--- src/rtl/pixie_dp_front_end_pkg.sv ---
// Shared line/frame timing constants, frame buffer write payload and window decode
// helpers for the PIXIE dual-port front end.
package pixie_dp_front_end_pkg;

    localparam int unsigned CYCLES_PER_LINE    = 14;
    localparam int unsigned LINES_PER_FRAME    = 262;
    localparam int unsigned DISPLAY_START_LINE = 64;
    localparam int unsigned DISPLAY_LINES      = 128;
    localparam int unsigned DMA_FIRST_CYCLE    = 2;
    localparam int unsigned BYTES_PER_LINE     = 8;

    localparam int unsigned FB_ADDR_W = 10;
    localparam int unsigned DATA_W    = 8;
    localparam int unsigned CYCLE_W   = 4;
    localparam int unsigned LINE_W    = 9;
    localparam int unsigned BYTE_W    = 4;
    localparam int unsigned ROW_W     = 7;
    localparam int unsigned COL_W     = 3;

    localparam logic [1:0] SC_DMA = 2'b10;

    typedef struct packed {
        logic [FB_ADDR_W-1:0] addr;
        logic [DATA_W-1:0]    data;
    } fb_wr_t;

    function automatic logic line_in(input logic [LINE_W-1:0] line,
                                     input int unsigned lo, input int unsigned hi);
        return (line >= LINE_W'(lo)) && (line <= LINE_W'(hi));
    endfunction

    function automatic logic is_active_line(input logic [LINE_W-1:0] line);
        return line_in(line, DISPLAY_START_LINE, DISPLAY_START_LINE + DISPLAY_LINES - 1);
    endfunction

    function automatic logic in_dma_window(input logic [CYCLE_W-1:0] cycle);
        return (cycle >= CYCLE_W'(DMA_FIRST_CYCLE)) &&
               (cycle <= CYCLE_W'(DMA_FIRST_CYCLE + BYTES_PER_LINE - 1));
    endfunction

endpackage

--- src/rtl/pixie_line_timer.sv ---
// Machine-cycle and scan-line counters advanced by TPB; also exposes the values the
// counters take this clk so the front end can register outputs without extra lag.
module pixie_line_timer
    import pixie_dp_front_end_pkg::*;
(
    input  logic               clk,
    input  logic               reset_n,
    input  logic               tpb_i,
    output logic [LINE_W-1:0]  line_o,
    output logic [CYCLE_W-1:0] cycle_nxt_c_o,
    output logic [LINE_W-1:0]  line_nxt_c_o,
    output logic               line_wrap_c_o
);

    logic [CYCLE_W-1:0] cycle_q, cycle_d;
    logic [LINE_W-1:0]  line_q, line_d;
    logic               cycle_last;
    logic               line_last;

    // Advance on TPB; cycle wrap steps the line, line wrap restarts the frame.
    always_comb begin
        cycle_d       = cycle_q;
        line_d        = line_q;
        cycle_last    = (cycle_q == CYCLE_W'(CYCLES_PER_LINE - 1));
        line_last     = (line_q == LINE_W'(LINES_PER_FRAME - 1));
        line_wrap_c_o = tpb_i && cycle_last;
        if (tpb_i) begin
            if (cycle_last) begin
                cycle_d = '0;
                line_d  = line_last ? '0 : line_q + LINE_W'(1);
            end else begin
                cycle_d = cycle_q + CYCLE_W'(1);
            end
        end
    end

    always_ff @(posedge clk or negedge reset_n) begin
        if (!reset_n) begin
            cycle_q <= '0;
            line_q  <= '0;
        end else begin
            cycle_q <= cycle_d;
            line_q  <= line_d;
        end
    end

    assign line_o        = line_q;
    assign cycle_nxt_c_o = cycle_d;
    assign line_nxt_c_o  = line_d;

endmodule

--- src/rtl/pixie_dp_front_end.sv ---
// CDP1861-style PIXIE front end: decodes INT/EFx/DMA-out from the scan timing and
// captures accepted DMA-out bytes into the dual-port frame buffer write port.
module pixie_dp_front_end
    import pixie_dp_front_end_pkg::*;
(
    input  logic                 clk,
    input  logic                 reset_n,
    input  logic                 tpb,
    input  logic [1:0]           sc,
    input  logic [DATA_W-1:0]    data,
    input  logic                 disp_on,
    input  logic                 disp_off,
    output logic                 dma_out,
    output logic                 int_req,
    output logic                 efx,
    output logic                 fb_write_en,
    output logic [FB_ADDR_W-1:0] fb_addr,
    output logic [DATA_W-1:0]    fb_data
);

    logic [LINE_W-1:0]  line_ctr;
    logic [CYCLE_W-1:0] cycle_nxt;
    logic [LINE_W-1:0]  line_nxt;
    logic               line_wrap;

    pixie_line_timer u_line_timer (
        .clk           (clk),
        .reset_n       (reset_n),
        .tpb_i         (tpb),
        .line_o        (line_ctr),
        .cycle_nxt_c_o (cycle_nxt),
        .line_nxt_c_o  (line_nxt),
        .line_wrap_c_o (line_wrap)
    );

    logic              enable_q, enable_d;
    logic [BYTE_W-1:0] byte_q, byte_d;
    logic              dma_q, dma_d;
    logic              int_q, int_d;
    logic              efx_q, efx_d;
    logic              we_q, we_d;
    fb_wr_t            wr_q, wr_d;
    logic              accept_c;
    logic [ROW_W-1:0]  row_c;

    // Accept uses the pre-TPB counters and enable; decoded outputs use the post-TPB view.
    always_comb begin
        enable_d = enable_q;
        if (disp_off) begin
            enable_d = 1'b0;
        end else if (disp_on) begin
            enable_d = 1'b1;
        end

        row_c    = ROW_W'(line_ctr - LINE_W'(DISPLAY_START_LINE));
        accept_c = tpb && (sc == SC_DMA) && enable_q && is_active_line(line_ctr) &&
                   (byte_q < BYTE_W'(BYTES_PER_LINE));

        byte_d = byte_q;
        if (line_wrap) begin
            byte_d = '0;
        end else if (accept_c) begin
            byte_d = byte_q + BYTE_W'(1);
        end

        we_d = accept_c;
        wr_d = wr_q;
        if (accept_c) begin
            wr_d.addr = {row_c, byte_q[COL_W-1:0]};
            wr_d.data = data;
        end

        dma_d = enable_d && is_active_line(line_nxt) && in_dma_window(cycle_nxt);
        int_d = enable_d && line_in(line_nxt, DISPLAY_START_LINE - 2, DISPLAY_START_LINE - 1);
        efx_d = line_in(line_nxt, DISPLAY_START_LINE - 4, DISPLAY_START_LINE - 1) ||
                line_in(line_nxt, DISPLAY_START_LINE + DISPLAY_LINES - 4,
                        DISPLAY_START_LINE + DISPLAY_LINES - 1);
    end

    always_ff @(posedge clk or negedge reset_n) begin
        if (!reset_n) begin
            enable_q <= 1'b0;
            byte_q   <= '0;
            dma_q    <= 1'b0;
            int_q    <= 1'b0;
            efx_q    <= 1'b0;
            we_q     <= 1'b0;
            wr_q     <= '0;
        end else begin
            enable_q <= enable_d;
            byte_q   <= byte_d;
            dma_q    <= dma_d;
            int_q    <= int_d;
            efx_q    <= efx_d;
            we_q     <= we_d;
            wr_q     <= wr_d;
        end
    end

    assign dma_out     = dma_q;
    assign int_req     = int_q;
    assign efx         = efx_q;
    assign fb_write_en = we_q;
    assign fb_addr     = wr_q.addr;
    assign fb_data     = wr_q.data;

endmodule
--- config.mk ---
export PLATFORM = sky130hd
export DESIGN_NAME = pixie_dp_front_end
export DESIGN_NICKNAME = d
export VERILOG_FILES = /design/src/rtl/pixie_dp_front_end_pkg.sv /design/src/rtl/pixie_line_timer.sv /design/src/rtl/pixie_dp_front_end.sv
export SDC_FILE = /design/constraint.sdc
export NUM_CORES = 1
export LEC_CHECK = 0
export BUFFER_PORTS_ARGS = -buffer_cell sky130_fd_sc_hd__buf_2
export CAP_MARGIN = 20
export CORE_ASPECT_RATIO = 1.25
export CORE_MARGIN = 2
export CORE_UTILIZATION = 30
export DETAILED_ROUTE_END_ITERATION = 16
export GPL_ROUTABILITY_DRIVEN = 0
export PLACE_DENSITY = 0.45
export SYNTH_ARGS = -nofsm -noshare
export SYNTH_HDL_FRONTEND = slang
export SYNTH_SLANG_ARGS = --single-unit
--- constraint.sdc ---
create_clock -name clk -period 2.8 [get_ports clk]
set_input_delay 0.7 -clock clk [delete_from_list [all_inputs] [get_ports clk]]
set_output_delay 0.7 -clock clk [all_outputs]
set_load 0.05 [all_outputs]
== Word-level counts from Yosys, hierarchy flattened ==
Index checks and enable logic that the tools add are counted.

* Logic and storage cells: 53
* Bits in writable memories: 0
* Bits of input ports: 15
* Latch bits: 0
* ROM bits: 0
* Output and inout port bits: 22
* Memories kept: 0
* Register bits: 40

* Magnitude comparators: 11
* $mul: 0
* Shift operators: 0
* $add $sub $neg: 4
* Equal/unequal tests: 3
* Div/mod/pow operators: 0
* Reductions and logical operators: 16
* Bitwise gates (word level): 0
* Mux-type cells: 9

{| class="wikitable"
|+ Operator list
! operator !! count
|-
| $mux 9 || 3
|-
| $ge 9x6->1 const B || 2
|-
| $ge 9x7->1 const B || 2
|-
| $le 9x8->1 const B || 2
|-
| $mux 4 || 4
|-
| $logic_and 1x1->1 || 14
|-
| $add 9x1->9 const B || 1
|-
| $eq 9x9->1 const B || 1
|-
| $ge 9x8->1 const B || 1
|-
| $le 9x6->1 const B || 1
|-
| $add 4x1->4 const B || 2
|-
| $sub 7x7->7 const B || 1
|-
| $eq 4x4->1 const B || 1
|-
| $ge 4x2->1 const B || 1
|-
| $le 4x4->1 const B || 1
|-
| $lt 4x4->1 const B || 1
|-
| $eq 2x2->1 const B || 1
|-
| $mux 1 || 2
|-
| $reduce_bool 2->1 || 1
|-
| $logic_or 1x1->1 || 1
|}

== Logic depth before layout (Yosys ltp) ==
* Depth in word-level cells: 8
* Gate-level depth with buffers: 7
* Gate-level depth less buffers: 7

== By module ==
From an unflattened synthesis, not the netlist that was laid out.

* Cell total of the unflattened synthesis: 143
* Area, all modules: 1826.8 um2

{| class="wikitable"
|+ Modules (own cells, without submodules)
! module !! seq. area each (um2) !! area each (um2) !! cells an instance !! times used
|-
| pixie_dp_front_end || 675.6 || 1179.9 || 79 || 1
|-
| pixie_line_timer || 325.3 || 646.9 || 64 || 1
|}

== Worst setup path after synthesis ==
No wires, ideal clock.

* Kind: flip-flop to flip-flop
* From: register u_line_timer.line_q[0], in the netlist u_line_timer.line_o[0]
* To: register wr_q (netlist bit fb_addr[5])
* Setup time: 0.125 ns
* Stages on the path, launching flop included: 7
* Path buffers: 1
* Arrival: 1.852 ns
* Required time: 2.675 ns
* Clock period less this slack: 1.977 ns
* Slack: 0.823 ns
* Cell sequence: dfrtp_1 -> ha_1 -> nand2b_1 -> o41a_1 -> o21ai_4 -> buf_4 -> mux2_2

* Cells in the longest elaborated chain, start to end: 4
* Elaborated cells on any way between the ends: 6

{| class="wikitable"
|+ RTL lines
! what !! RTL line !! text
|-
| from (decl) || pixie_line_timer.sv:16 || <nowiki>logic [LINE_W-1:0] line_q, line_d;</nowiki>
|-
| from (signal assigned) || pixie_line_timer.sv:43 || <nowiki>line_q <= line_d;</nowiki>
|-
| $ge 9x7->1 / $le 9x8->1 (equally long branches) || pixie_dp_front_end_pkg.sv:29 || <nowiki>return (line >= LINE_W'(lo)) && (line <= LINE_W'(hi));</nowiki>
|-
| $logic_and 1x1->1 || pixie_dp_front_end_pkg.sv:29 ||
|-
| $logic_and 1x1->1 (2 in series) || pixie_dp_front_end.sv:56 || <nowiki>accept_c = tpb && (sc == SC_DMA) && enable_q && is_active_line(line_ctr) &&</nowiki>
|-
| to (signal assigned) || pixie_dp_front_end.sv:96 || <nowiki>wr_q <= wr_d;</nowiki>
|-
| to (decl) || pixie_dp_front_end.sv:42 || <nowiki>fb_wr_t wr_q, wr_d;</nowiki>
|}

Parallel ways exist; a longest one is shown, timed or not.
A chain may end at the register's enable or synchronous reset.

== Worst setup path in the final report ==
* From: register u_line_timer.line_q[0], in the netlist u_line_timer.line_o[0]
* To: register wr_q (netlist bit fb_data[7])

* Cells in the longest elaborated chain, start to end: 4
* Elaborated cells on any way between the ends: 5

{| class="wikitable"
|+ RTL lines
! what !! RTL line !! text
|-
| $ge 9x7->1 / $le 9x8->1 (equally long branches) || pixie_dp_front_end_pkg.sv:29 ||
|-
| $logic_and 1x1->1 (*) || pixie_dp_front_end_pkg.sv:29 ||
|-
| $logic_and 1x1->1 (*) (2 in series) || pixie_dp_front_end.sv:56 ||
|-
| named net accept_c || pixie_dp_front_end.sv:43 || <nowiki>logic accept_c;</nowiki>
|}

Mark *: on every way through the listed nets, which the timed path passes. The rest lies on a longest branch.

==> reports/summary.txt <==
root buffer cell - clkbuf_8
CP Cell Sequence - ha_1 -> nand2b_1 -> o41a_1 -> o21ai_4 -> inv_2 -> mux2_1
Primary FF master, synth - dfrtp_1
Multi-input gate area - 798 um^2
worst hold path type - flop to flop
Design Area, Final - 2190 um^2
mux cell area share after synthesis - 0.105
Mapped Area - 1840 um^2
R2R Path Start - u_line_timer.line_o[0]
share of layout cells above drive strength 1 - 0.289
power share of the sequential group - 0.557
Clk pwr share - 0.267
final hold violation count - 0
number of top-level pins - 37
syn nets - 169
Area Overhead vs Synth - 18.6%
Post-synth EDFFs - 0
hpwl dp - 2.82 mm
fill count - 586
Yosys Warn Count - 0
First-pass DRT Iterations - 4
post-CTS setup repair buffer count - 0
Rows - 31
critical-path maximum fanout - 14
Initial Util - 0.315
Final Cycle Share - 0.833
DRC - 0
largest net degree at the start of global routing - 41
Die H - 91.6 um
first-pass GRT wire length - 6.49 mm
CTS tree - yes
sequential area share after synthesis - 0.543
Overflow after GRT - 0
CP required - 2.96 ns
CTS Sinks - 40
max frequency - 0.429 GHz
die area - 6790 um^2
commonest non-fill, non-tap cells in the layout - dfrtp_1, buf_2, nand2_1
worst slew pin tran - 0.891 ns
core area - 5860 um^2
simple-gate share of the synthesized area - 0.161
routed vias - 1289
xor/xnor share of the synthesized area - 0.0428
CP Data Arrival Time - 2.50 ns
final setup fails - 0
combinational power share - 0.176
I/O Buffers - 36
Worst Clk Skew - 0.00825 ns
clk buf depth - 2
critical path endpoint category - flop
initial antenna violation count - 0
Pwr Density - 606 nW/um^2
WL final - 3.81 mm
Die W - 74.1 um
FF+latch area - 1000 um^2
Cells after Synth - 150
ranking of synthesized cells by area - dfrtp_1, mux2_1, mux2_2
slowest cell on the critical path - dfrtp_1
P_leak - 1.11 nW
relative slew slack - 0.406
Post-synth ARST share - 1.00
Max IR drop VDD - 0.298 mV
drt via density - 4.74
Avg WL per Cell - 14.0 um
Iter 0 DRT Violations - 16
Synth area leader - dfrtp_1
Area after DPL - 2110 um^2
#FFs+latches synth - 40
worst-skew pair later-pin latency - 0.29 ns
switching portion of total power - 0.325
antenna cells - 0
Detail Route Antenna Nets - 0
overall routing resource usage - 0.126
Pint - 0.000894 W
fin. max-slew vios - 0
TritonCTS buffer count - 5
worst hold path startpoint - fb_data[3]
slowest stage delay, CP - 0.43 ns
most common cell after layout, fill and taps aside - dfrtp_1
Reg clk slew, reported paths - 0.07 ns
Synth Area in Compound Gates - 0.0971
Synth top area share - 0.543
# resized after CTS - 0
status - finished, final reports clean
vias in the first global route - 1342
WS Path Type - flop to flop
Avg Synthesized Cell Area - 12.3 um^2
hold-fix buffer count after cts - 0
htree depth - 2
Critical Path Source - u_line_timer.line_o[0]
number of max-cap violations - 0
RSZ-0062 raised after global routing - false
sw power - 0.000431 W
fin nets - 209
adder-cell share of the synthesized area - 0.0272
critical path launch point type - flop
TNS Setup - 0 ns
post-layout min period - 2.33 ns
main combinational cell family by area after synthesis - simple AND/OR/NAND/NOR gates
Cell variety after synth - 44
cells in the mapped netlist, types with 2 or more instances:
| cell | number |
|---|---|
| buf_2 | 2 |
| ha_1 | 4 |
| nor3_1 | 4 |
| o21ai_0 | 9 |
| nor2_1 | 8 |
| nand3_1 | 5 |
| nand4b_1 | 3 |
| xnor2_1 | 5 |
| xor2_1 | 4 |
| mux2_1 | 9 |
| nand2_1 | 10 |
| o211ai_1 | 2 |
| mux2_2 | 6 |
| and4_1 | 2 |
| and2_1 | 2 |
| dfrtp_1 | 40 |
| nand2b_1 | 2 |
| inv_1 | 6 |
| a21oi_1 | 2 |
final timing paths:
check	to	slack, ns	cells past startpoint
hold reg to reg	fb_data[3]	0.48	1
max in group asynchronous	efx	1.71	1
hold / removal	fb_data[3]	0.48	1
setup reg to reg	fb_data[7]	0.47	6
min in group asynchronous	fb_data[7]	0.54	1
setup / recovery	fb_data[7]	0.47	6
power groups by stage:
| stage | registers, W | clock network (W) | logic (W) |
|---|---|---|---|
| after floorplan | 0.000707 | 0 | 0.000189 |
| after global placement | 0.000745 | 0 | 0.000231 |
| after detailed placement | 0.000749 | 0 | 0.000232 |
| after CTS | 0.000737 | 0.000371 | 0.000236 |
| after global routing | 0.000754 | 0.000397 | 0.000269 |
| final | 0.000738 | 0.000354 | 0.000233 |
per-layer routing:
layer | track usage | up-vias | share of wire | wire, um
met4 | 0.0515 | 0 | 0.019 | 71
li1 | - | 616 | - | -
met5 | 0 | - | 0 | 0
met1 | 0.144 | 630 | 0.42 | 1600
met2 | 0.220 | 37 | 0.51 | 1940
met3 | 0.0286 | 6 | 0.052 | 197
kinds of logic after synthesis:
| family | Yosys count |
|---|---|
| and+or+nand+nor | 47 |
| DFF | 40 |
| AOI/OAI and AO/OA | 23 |
| muxes | 17 |
| buffers and inverters | 10 |
| xor gates and xnor gates | 9 |
| adders and majority gates | 4 |
state kept, by name, summed over array words and instances, names as in the netlist:
name / flops
fb_addr: 10
u_line_timer.line_o: 9
fb_data: 8
byte_q: 4
u_line_timer.cycle_q: 4
dma_out: 1
efx: 1
enable_q: 1
fb_write_en: 1
int_req: 1
layout make-up:
cell class,count,area share
multi-input cells,100,0.365
repair buffers,36,0.0824
clock buffers,6,0.0332
well taps,82,0.0469
flip-flops and latches,40,0.458
clock inverters,1,0.00229
inverters,7,0.0120
per-stage QoR:
step	util	instances	hold WS, ns	power (W)	setup WS (ns)
6_report	0.373	272	0.483	0.00132	0.468
5_1_grt	0.373	272	0.503	0.00142	0.308
4_1_cts	0.373	272	0.489	0.00134	0.434
3_5_place_dp	0.360	265	0.472	0.000981	0.400
3_3_place_gp	0.360	265	0.462	0.000976	0.497
2_1_floorplan	-	150	0.404	0.000896	0.823
worst max-delay path, delay by kind of cell (launching register included):
family	cells	cell delay (ns)
muxes	1	0.35
AOI/OAI and AO/OA	2	0.78
adders and majority gates	1	0.26
and+or+nand+nor	1	0.18
DFF	1	0.43
buffers and inverters	1	0.21
Power figures use the tool's default switching activity.
